**src/rtl/vga_timing_gen.sv**
```systemverilog
// vga_timing_gen -- VGA horizontal and vertical timing generator.
//
// A pixel/line counter pair that advances once per pixel tick (pix_en)
// and produces sync, blanking and end-of-line/end-of-frame strobes.
//
// Ports:
//   clk       in   system clock; all state changes on its rising edge
//   rst       in   synchronous active-high reset (has priority over pix_en)
//   pix_en    in   pixel tick; counters advance only when this is 1
//   hcount    out  current pixel column  [CW-1:0]
//   vcount    out  current line          [CW-1:0]
//   hsync     out  horizontal sync, active level set by HS_POL
//   vsync     out  vertical sync, active level set by VS_POL
//   video_on  out  1 while (hcount, vcount) is inside the visible area
//   line_end  out  one-tick strobe on the last pixel of every line
//   frame_end out  one-tick strobe on the last pixel of every frame
module vga_timing_gen #(
    parameter int H_ACTIVE = 640,
    parameter int H_FP     = 16,
    parameter int H_SYNC   = 96,
    parameter int H_BP     = 48,
    parameter int V_ACTIVE = 480,
    parameter int V_FP     = 10,
    parameter int V_SYNC   = 2,
    parameter int V_BP     = 33,
    parameter int HS_POL   = 0,
    parameter int VS_POL   = 0,
    parameter int CW       = 10
) (
    input  logic          clk,
    input  logic          rst,
    input  logic          pix_en,
    output logic [CW-1:0] hcount,
    output logic [CW-1:0] vcount,
    output logic          hsync,
    output logic          vsync,
    output logic          video_on,
    output logic          line_end,
    output logic          frame_end
);

    localparam int H_TOTAL   = H_ACTIVE + H_FP + H_SYNC + H_BP;
    localparam int V_TOTAL   = V_ACTIVE + V_FP + V_SYNC + V_BP;
    localparam int MAX_TOTAL = (H_TOTAL > V_TOTAL) ? H_TOTAL : V_TOTAL;

    // The counters must be able to hold every position up to TOTAL-1.
    generate
        if ((64'd1 << CW) < 64'(MAX_TOTAL)) begin : g_cw_too_small
            $error("vga_timing_gen: CW=%0d cannot hold a count of %0d", CW, MAX_TOTAL);
        end
    endgenerate

    // All boundaries pre-sized to CW bits so every comparison is same-width.
    localparam logic [CW-1:0] ONE      = CW'(1);
    localparam logic [CW-1:0] H_LAST   = CW'(H_TOTAL - 1);
    localparam logic [CW-1:0] V_LAST   = CW'(V_TOTAL - 1);
    localparam logic [CW-1:0] H_VIS    = CW'(H_ACTIVE);
    localparam logic [CW-1:0] V_VIS    = CW'(V_ACTIVE);
    localparam logic [CW-1:0] HS_FIRST = CW'(H_ACTIVE + H_FP);
    localparam logic [CW-1:0] HS_LAST  = CW'(H_ACTIVE + H_FP + H_SYNC - 1);
    localparam logic [CW-1:0] VS_FIRST = CW'(V_ACTIVE + V_FP);
    localparam logic [CW-1:0] VS_LAST  = CW'(V_ACTIVE + V_FP + V_SYNC - 1);
    localparam logic          HS_ON    = (HS_POL != 0);
    localparam logic          VS_ON    = (VS_POL != 0);

    logic [CW-1:0] hcount_reg, hcount_next;
    logic [CW-1:0] vcount_reg, vcount_next;
    logic          hsync_reg, hsync_next;
    logic          vsync_reg, vsync_next;
    logic          video_on_reg, video_on_next;
    logic          h_wrap;
    logic          v_wrap;

    assign h_wrap = (hcount_reg == H_LAST);
    assign v_wrap = (vcount_reg == V_LAST);

    // Next-count logic. When pix_en is low the next values equal the
    // current ones, so the derived outputs below also hold.
    always_comb begin
        hcount_next = hcount_reg;
        vcount_next = vcount_reg;
        if (pix_en) begin
            if (h_wrap) begin
                hcount_next = '0;
                vcount_next = v_wrap ? '0 : (vcount_reg + ONE);
            end else begin
                hcount_next = hcount_reg + ONE;
            end
        end
    end

    // Sync and blanking are decoded from the next counts and registered,
    // so they change on the same edge as the counters (no lag, no glitches).
    always_comb begin
        hsync_next    = ((hcount_next >= HS_FIRST) && (hcount_next <= HS_LAST)) ? HS_ON : ~HS_ON;
        vsync_next    = ((vcount_next >= VS_FIRST) && (vcount_next <= VS_LAST)) ? VS_ON : ~VS_ON;
        video_on_next = (hcount_next < H_VIS) && (vcount_next < V_VIS);
    end

    always_ff @(posedge clk) begin
        if (rst) begin
            hcount_reg   <= '0;
            vcount_reg   <= '0;
            hsync_reg    <= ~HS_ON;
            vsync_reg    <= ~VS_ON;
            video_on_reg <= 1'b1;   // (0,0) is always a visible pixel
        end else begin
            hcount_reg   <= hcount_next;
            vcount_reg   <= vcount_next;
            hsync_reg    <= hsync_next;
            vsync_reg    <= vsync_next;
            video_on_reg <= video_on_next;
        end
    end

    assign hcount   = hcount_reg;
    assign vcount   = vcount_reg;
    assign hsync    = hsync_reg;
    assign vsync    = vsync_reg;
    assign video_on = video_on_reg;

    // Strobes are combinational so they last exactly one clk: they mark the
    // edge on which the counters will wrap, and are suppressed during reset.
    assign line_end  = pix_en & ~rst & h_wrap;
    assign frame_end = line_end & v_wrap;

endmodule
```
**config.mk**
```make
export PLATFORM = sky130hd
export DESIGN_NAME = vga_timing_gen
export DESIGN_NICKNAME = d
export VERILOG_FILES = /design/src/rtl/vga_timing_gen.sv
export SDC_FILE = /design/constraint.sdc
export NUM_CORES = 1
export LEC_CHECK = 0
export CAP_MARGIN = 20
export CORE_MARGIN = 5
export CORE_UTILIZATION = 40
export CTS_CLUSTER_DIAMETER = 30
export DETAILED_ROUTE_END_ITERATION = 10
export PLACE_DENSITY_LB_ADDON = 0.08
export REMOVE_ABC_BUFFERS = 1
export SLEW_MARGIN = 20
export SYNTH_ARGS = -nofsm -noshare
export SYNTH_HDL_FRONTEND = slang
export SYNTH_SLANG_ARGS = --single-unit
```
**constraint.sdc**
```tcl
create_clock -name clk -period 6.61 [get_ports clk]
set_input_delay 1.983 -clock clk [delete_from_list [all_inputs] [get_ports clk]]
set_output_delay 1.983 -clock clk [all_outputs]
set_load 0.05 [all_outputs]
```
==> results of run 1 <==
[cells in the mapped netlist (3+ instances only)]
cell type	instances	area [µm²]
nand4_1	4	25.0
mux2i_1	3	30.0
o21ai_1	3	15.0
nand3_1	12	60.1
and2_1	3	18.8
clkbuf_1	4	15.0
inv_1	7	26.3
nor2_1	17	63.8
nand3b_1	3	22.5
nor3_1	9	45.0
xnor2_1	4	35.0
and3_1	4	25.0
nor4_1	3	18.8
o21ai_0	10	50.1
nand2_1	14	52.6
dfxtp_1	23	460
or3_1	5	31.3
ha_1	3	37.5
xor2_1	3	26.3
nand2b_1	4	25.0
a21oi_1	14	70.1
buf_2	5	25.0
[path summary, 6_finish.rpt]
kind                   startpoint              endpoint  slack [ns]  depth (start not counted)
max                        pix_en             frame_end        1.07                          7
min          hcount[0]$_SDFF_PP0_  hcount[0]$_SDFF_PP0_        0.54                          2
max reg2reg  hcount[0]$_SDFF_PP0_      vsync$_SDFF_PP1_        4.18                          6
min reg2reg  hcount[0]$_SDFF_PP0_  hcount[0]$_SDFF_PP0_        0.54                          2
[power groups by stage]
| stage | registers, mW | logic, mW | clock network (mW) |
|---|---|---|---|
| after floorplan | 0.147 | 0.00210 | 0 |
| after global routing | 0.141 | 0.0126 | 0.0763 |
| after CTS | 0.141 | 0.0116 | 0.0691 |
| final | 0.141 | 0.0114 | 0.0642 |
| after global placement | 0.144 | 0.0115 | 0 |
| after detailed placement | 0.144 | 0.0116 | 0 |
[worst max-delay path, delay by kind of cell]
family	cells	cell delay, ns
and+or+nand+nor	4	0.58
buffers and inverters	3	0.99
[layout make-up]
type                            instances  area [µm²]
Inverter                                7        26.3
Clock inverter                          1        5.00
Clock buffer                            3        22.5
Timing Repair Buffer                   29         280
Tap cell                               46        57.6
Fill cell                             362        1670
Multi-Input combinational cell        144         897
Sequential cell                        23         460
[stage by stage]
stage / area, µm² / power [mW] / setup slack [ns] / cells / utilization [%]
3_3_place_gp: 1720 / 0.155 / 1.10 / 249 / 50.4
4_1_cts: 1750 / 0.221 / 1.06 / 253 / 51.2
6_report: 1750 / 0.216 / 1.07 / 253 / 51.2
2_1_floorplan: 1380 / 0.149 / 0.762 / 174 / -
3_5_place_dp: 1720 / 0.155 / 1.07 / 249 / 50.4
5_1_grt: 1750 / 0.230 / 0.888 / 253 / 51.2
[logic make-up after synthesis]
group	synth area share (%)
buffers and inverters	6.14
muxes	2.08
DFF	31.8
and+or+nand+nor	34.6
adders and majority gates	2.60
AOI/OAI and AO/OA	18.5
xor gates and xnor gates	4.24
[per-layer routing]
layer  global-route usage, %  up-vias  wire (µm)
met5                       0        -          0
met4                    6.81        0         44
met3                    2.01        4         99
met2                    26.0       27       1730
met1                    18.3      654       1610
li1                        -      719          -
==> results_dict.tcl, run 1 <==
set metrics [dict create \
    outcome "finished, final reports clean" \
    antenna_found_initial 0 \
    critPathMaxStageDelay_ns 0.60 \
    synth.distinct_cells 45 \
    p_comb_share_pct 5.3 \
    fp-row-count 21 \
    worstMarginPinSlew_ns 0.544 \
    timing.critical_path.slowest_stage_cell "clkdlybuf4s50_1" \
    cts_sinks 23 \
    cp-start-kind "input port" \
    grt_overflow 0 \
    antennaDiodeCount 0 \
    whs_ns 0.538 \
    post-cts-setup-buffers 0 \
    wire_per_inst_um 13.8 \
    async_reset_ff_share_pct 0 \
    ioPinCount 28 \
    wirelength_mm 3.48 \
    nets 214 \
    slew_violations 0 \
    p_per_area_nw_per_um2 124 \
    clk_latency_ns 0.31 \
    numCtsBuffers 3 \
    setup_violations 0 \
    layout_common_cells "25 x clkdlybuf4s50_1, 23 x dfxtp_1, 17 x nor2_1, 14 x a21oi_1, 14 x nand2_1" \
    yosysSeqAreaShare_pct 31.8 \
    place_congestion 0.862 \
    worstSetupPathType "input port to output port" \
    cp-end-kind "output port" \
    syn_inst 185 \
    crit_path_frequent_cell "buf_4" \
    cts_resized 0 \
    period_minus_slack_ns 5.54 \
    critical_path_arrival_ns 3.56 \
    netlist_area_um2 1450 \
    grt_max_degree 24 \
    drive_above_1_share_pct 7.25 \
    cts_tree "built" \
    internal_power_mw 0.166 \
    port-buffer-count 27 \
    yosysWarnings 0 \
    num_vias 1404 \
    rsz0062_at_grt "no" \
    clkPwrFrac_pct 29.7 \
    cts_hold_buf 0 \
    grt_pass1_vias 1358 \
    ant_nets 0 \
    final_common_cell "clkdlybuf4s50_1" \
    p_sw_mw 0.0500 \
    initial_core_util_pct 42.3 \
    leakage_nw 0.526 \
    crit_fanout 19 \
    htreeDepth 1 \
    grtUsageTotal_pct 15.0 \
    synth_edf_count 0 \
    path_clk_slew_ns 0.13 \
    synth-seq-cells 23 \
    tns_ns 0 \
    die_h_um 70.1 \
    hpwl_mm 2.61 \
    fp.dieArea_um2 4920 \
    cts-root-buf "clkbuf_4" \
    swShare_pct 23.1 \
    fin_skew_ns 0.00771 \
    syn_to_final_growth_pct 20.9 \
    seqPwrFrac_pct 65.0 \
    hp-class "register to register" \
    cts_buffer_depth 2 \
    die_x_um 70.1 \
    drt-initial-drc-count 119 \
    coreArea_um2 3420 \
    max_freq_ghz 0.180 \
    cap_violations 0 \
    drc 0 \
    drt_first_pass_iters 4 \
    worstPathRequired_ns 4.63 \
    synth_flop_cell "dfxtp_1" \
    min_period_over_period_pct 83.9 \
    vias_per_cell 5.55 \
    syn_area_per_cell_um2 7.82 \
    hold_violations 0 \
    irDropWorstVdd_mv 0.0698 \
    relSlewSlack_pct 63.4 \
    crit_chain "clkdlybuf4s50_1 -> and3_1 -> nand3_1 -> buf_4 -> nor2_1 -> and2_1 -> buf_4" \
    grt_pass1_wl_mm 6.18 \
]
(Power assumes the default switching activity.)
==> inputs of run 2 (changes only) <==
- clock period: 6.61 -> 5.6 ns (I/O delays scaled with it)
==> run 2 against run 1 <==
Against the previous run:
- die area is the same
- core utilization grew 0.70 points
- count of clock-buffer cells in the layout increased by 1
- clock skew about the same
- combinational power rose by 20%
- sequential share of layout area shrank 0.35 points
- clock power grew 18%
- non-clock buffer count is the same
- sequential cell count did not move
- design area grew 1.4%
- critical path type unchanged
- critical endpoint unchanged
- highest routed layer unchanged
==> results_dict.tcl, run 2 (synthesis results as in run 1) <==
set metrics [dict create \
    antennaDiodeCount 0 \
    numCtsBuffers 3 \
    drc 0 \
    max_freq_ghz 0.204 \
    layout_common_cells "25 x clkdlybuf4s50_1, 23 x dfxtp_1, 17 x nor2_1, 14 x a21oi_1, 14 x nand2_1" \
    critical_path_arrival_ns 3.22 \
    die_x_um 70.1 \
    worstPathRequired_ns 3.92 \
    hpwl_mm 2.69 \
    internal_power_mw 0.197 \
    syn_to_final_growth_pct 22.6 \
    fill_cells 351 \
    drt_first_pass_iters 4 \
    wirelength_mm 3.60 \
    place_congestion 0.832 \
    cts-root-buf "clkbuf_4" \
    clkPwrFrac_pct 29.6 \
    grt_pass1_wl_mm 6.20 \
    wire_per_inst_um 14.2 \
    period_minus_slack_ns 4.90 \
    setup_violations 0 \
    num_vias 1426 \
    swShare_pct 22.6 \
    fp.dieArea_um2 4920 \
    grtUsageTotal_pct 15.2 \
    p_per_area_nw_per_um2 144 \
    final_common_cell "clkdlybuf4s50_1" \
    cap_violations 0 \
    cp-start-kind "input port" \
    vias_per_cell 5.64 \
    fin_skew_ns 0.00810 \
    outcome "finished, final reports clean" \
    nets 214 \
    cp-end-kind "output port" \
    die_h_um 70.1 \
    multi_input_area_um2 897 \
    grt_overflow 0 \
    whs_ns 0.529 \
    tns_ns 0 \
    drt-initial-drc-count 108 \
    fp-row-count 21 \
    ioPinCount 28 \
    leakage_nw 0.528 \
    seqPwrFrac_pct 65.0 \
    crit_fanout 9 \
    initial_core_util_pct 42.3 \
    cts_buffer_depth 2 \
    hold_violations 0 \
    antenna_found_initial 0 \
    slew_violations 0 \
    clk_latency_ns 0.31 \
    min_period_over_period_pct 87.6 \
    path_clk_slew_ns 0.12 \
    rsz0062_at_grt "no" \
    fin_cells 253 \
    grt_max_degree 23 \
    htreeDepth 1 \
    holdPathStages 2 \
    post-cts-setup-buffers 0 \
    placed_cells 249 \
    grt_pass1_vias 1356 \
    cts_resized 0 \
    worstMarginPinSlew_ns 0.553 \
    dpl_cell_area_um2 1750 \
    port-buffer-count 27 \
    coreArea_um2 3420 \
    cts_sinks 23 \
    p_sw_mw 0.0578 \
    drive_above_1_share_pct 6.76 \
    p_comb_share_pct 5.4 \
    r2r_cells 6 \
    relSlewSlack_pct 62.9 \
    ant_nets 0 \
    irDropWorstVdd_mv 0.0603 \
    hp-class "register to register" \
    cts_hold_buf 0 \
    worstSetupPathType "input port to output port" \
    final_area_um2 1770 \
    cts_tree "built" \
    regArea_um2 460 \
]
run 2: cell types whose count changed in the layout (fill, tap and decap cells not counted), sizes merged:
cell and delta:
clkinv -1, clkbuf +1
run 2: stage by stage:
stage / utilization [%] / power [mW] / setup slack, ns
finish: 51.9 / 0.255 / 0.695
CTS: 51.9 / 0.261 / 0.682
global route: 51.9 / 0.269 / 0.548
global placement: 51.1 / 0.183 / 0.728
detailed placement: 51.1 / 0.183 / 0.702
floorplan: - / 0.176 / 0.358
run 2: worst max-delay path: stages:
cell,delay (ns)
clkdlybuf4s50_1,0.60
and3_1,0.24
nand3_1,0.11
nor2_1,0.23
and2_1,0.22
buf_12,0.14
run 2: worst paths after layout:
check / end / slack [ns] / from
max: frame_end / 0.70 / pix_en
min: hcount[0]$_SDFF_PP0_ / 0.53 / hcount[0]$_SDFF_PP0_
max reg2reg: vsync$_SDFF_PP1_ / 3.17 / hcount[0]$_SDFF_PP0_
min reg2reg: hcount[0]$_SDFF_PP0_ / 0.53 / hcount[0]$_SDFF_PP0_
run 2: power by group through the flow:
stage / clock (mW) / sequential, mW / combinational [mW]
floorplan: 0 / 0.173 / 0.00248
global placement: 0 / 0.170 / 0.0138
detailed placement: 0 / 0.170 / 0.0139
CTS: 0.0814 / 0.166 / 0.0139
global route: 0.0875 / 0.166 / 0.0151
finish: 0.0756 / 0.166 / 0.0137
run 2: metal layers:
| metal | share of wire (%) | global-route usage [%] | vias to the layer above | wire (µm) |
|---|---|---|---|---|
| met1 | 46 | 19.0 | 676 | 1670 |
| met4 | 0.56 | 5.11 | 0 | 20 |
| met2 | 50 | 26.7 | 28 | 1810 |
| li1 | - | - | 720 | - |
| met5 | 0 | 0 | - | 0 |
| met3 | 2.7 | 1.87 | 2 | 97 |
run 2: cell type report:
class | instances | area share, %
Tap cell | 46 | 3.25
Multi-Input combinational cell | 144 | 50.6
Inverter | 7 | 1.48
Timing Repair Buffer | 29 | 17.2
Sequential cell | 23 | 26.0
Clock buffer | 4 | 1.48
==> inputs of run 3 (changes only) <==
- CORE_ASPECT_RATIO: unset -> 1.25
- CORE_UTILIZATION: 40 -> 51
==> run 3 against run 2 <==
Against the previous run:
- worst hold slack got worse by 0.0062 ns
- sequential power hardly changed
- critical path depth stayed put
- die area down 19%
- worst setup slack worse by 0.057 ns
- core utilization up 13 points
- first-iteration DRC count fell by 44%
- combinational power hardly changed
- clock power grew 3.0%
- largest cell class unchanged
- largest power group unchanged
==> results_dict.tcl, run 3 (synthesis results as in run 1) <==
set metrics [dict create \
    outcome "finished, final reports clean" \
    cts_sinks 23 \
    dpl_cell_area_um2 1730 \
    fp-row-count 21 \
    htreeDepth 1 \
    grt_max_degree 23 \
    period_minus_slack_ns 4.96 \
    slew_violations 0 \
    antenna_found_initial 0 \
    nets 214 \
    worstSetupPathType "input port to output port" \
    antennaDiodeCount 0 \
    ioPinCount 28 \
    p_per_area_nw_per_um2 147 \
    critical_path_arrival_ns 3.28 \
    dp_slack_ns 0.630 \
    num_vias 1442 \
    irDropWorstVdd_mv 0.0983 \
    cts_tree "built" \
    layout_common_cells "25 x clkdlybuf4s50_1, 23 x dfxtp_1, 17 x nor2_1, 14 x a21oi_1, 14 x nand2_1" \
    wire_per_inst_um 14.8 \
    place_congestion 0.848 \
    die_h_um 69.5 \
    port-buffer-count 27 \
    grt_pass1_vias 1322 \
    r2r_slack_ns 3.15 \
    syn_to_final_growth_pct 21.5 \
    relSlewSlack_pct 63.1 \
    worstMarginPinSlew_ns 0.550 \
    grt_pass1_wl_mm 5.94 \
    vias_per_cell 5.98 \
    drive_above_1_share_pct 6.76 \
    initial_core_util_pct 53.4 \
    r2r_start "hcount[0]$_SDFF_PP0_" \
    hpwl_mm 2.62 \
    final_core_util_pct 65.0 \
    r2r-end "vsync$_SDFF_PP1_" \
    cp-end-kind "output port" \
    drt-initial-drc-count 60 \
    r2r_cells 6 \
    final_common_cell "clkdlybuf4s50_1" \
    crit_fanout 9 \
    path_clk_slew_ns 0.12 \
    fp.dieArea_um2 4010 \
    rsz0062_at_grt "no" \
    setup_violations 0 \
    max_freq_ghz 0.202 \
    cts_buffer_depth 2 \
    cts_hold_buf 0 \
    leakage_nw 0.528 \
    final_area_um2 1760 \
    wirelength_mm 3.56 \
    crit_start "pix_en" \
    critPathCapture "frame_end" \
    clk_latency_ns 0.31 \
    ant_nets 0 \
    numCtsBuffers 3 \
    min_period_over_period_pct 88.6 \
    worstPathRequired_ns 3.92 \
    drt_first_pass_iters 4 \
    cp-start-kind "input port" \
    p_total_mw 0.258 \
    hold_violations 0 \
    coreArea_um2 2710 \
    tns_ns 0 \
    post-cts-setup-buffers 0 \
    grtUsageTotal_pct 18.0 \
    grt_overflow 0 \
    cts_resized 0 \
    cts-root-buf "clkbuf_4" \
    cap_violations 0 \
    setup_ws_ns 0.639 \
    hp-class "register to register" \
    fin_skew_ns 0.00605 \
    die_x_um 57.6 \
    drc 0 \
]
## run 3: metrics by stage
step                hold slack, ns  cells
floorplan                    0.709    174
finish                       0.523    241
global placement             0.496    237
CTS                          0.526    241
detailed placement           0.505    237
global route                 0.555    241
## run 3: critical path, stage by stage
cell and delay, ns:
clkdlybuf4s50_1 0.61, and3_1 0.26, nand3_1 0.11, nor2_1 0.24
and2_1 0.23, buf_12 0.15
## run 3: worst min-delay path by stage
stage / endpoint / slack, ns / startpoint / depth (start not counted)
2_1_floorplan: hcount[1]$_SDFF_PP0_ / 0.71 / hcount[1]$_SDFF_PP0_ / 2
3_3_place_gp: hcount[1]$_SDFF_PP0_ / 0.50 / hcount[1]$_SDFF_PP0_ / 2
3_5_place_dp: hcount[1]$_SDFF_PP0_ / 0.50 / hcount[1]$_SDFF_PP0_ / 2
4_1_cts: hcount[1]$_SDFF_PP0_ / 0.53 / hcount[1]$_SDFF_PP0_ / 2
5_1_grt: hcount[1]$_SDFF_PP0_ / 0.56 / hcount[1]$_SDFF_PP0_ / 2
6_report: hcount[1]$_SDFF_PP0_ / 0.52 / hcount[1]$_SDFF_PP0_ / 2
## run 3: routing by layer
layer	wire (µm)	vias up	global-route usage [%]
met3	126	4	2.23
met1	1560	677	21.9
li1	-	722	-
met5	0	-	0
met4	29	0	5.15
met2	1840	39	32.0
## run 3: power breakdown
group | total (mW) | internal [mW] | switching (mW) | leakage (nW)
clock | 0.0779 | 0.0278 | 0.0501 | 0.0150
combinational | 0.0139 | 0.00508 | 0.00881 | 0.328
sequential | 0.166 | 0.165 | 0.00122 | 0.186
total | 0.258 | 0.198 | 0.0601 | 0.528
## run 3: area by class of cell
class	count	area, µm²
tap	34	42.5
sequential	23	460
timing repair buffer	29	305
multi-input combinational	144	897
fill	244	948
inverter	7	26.3
clock buffer	4	26.3
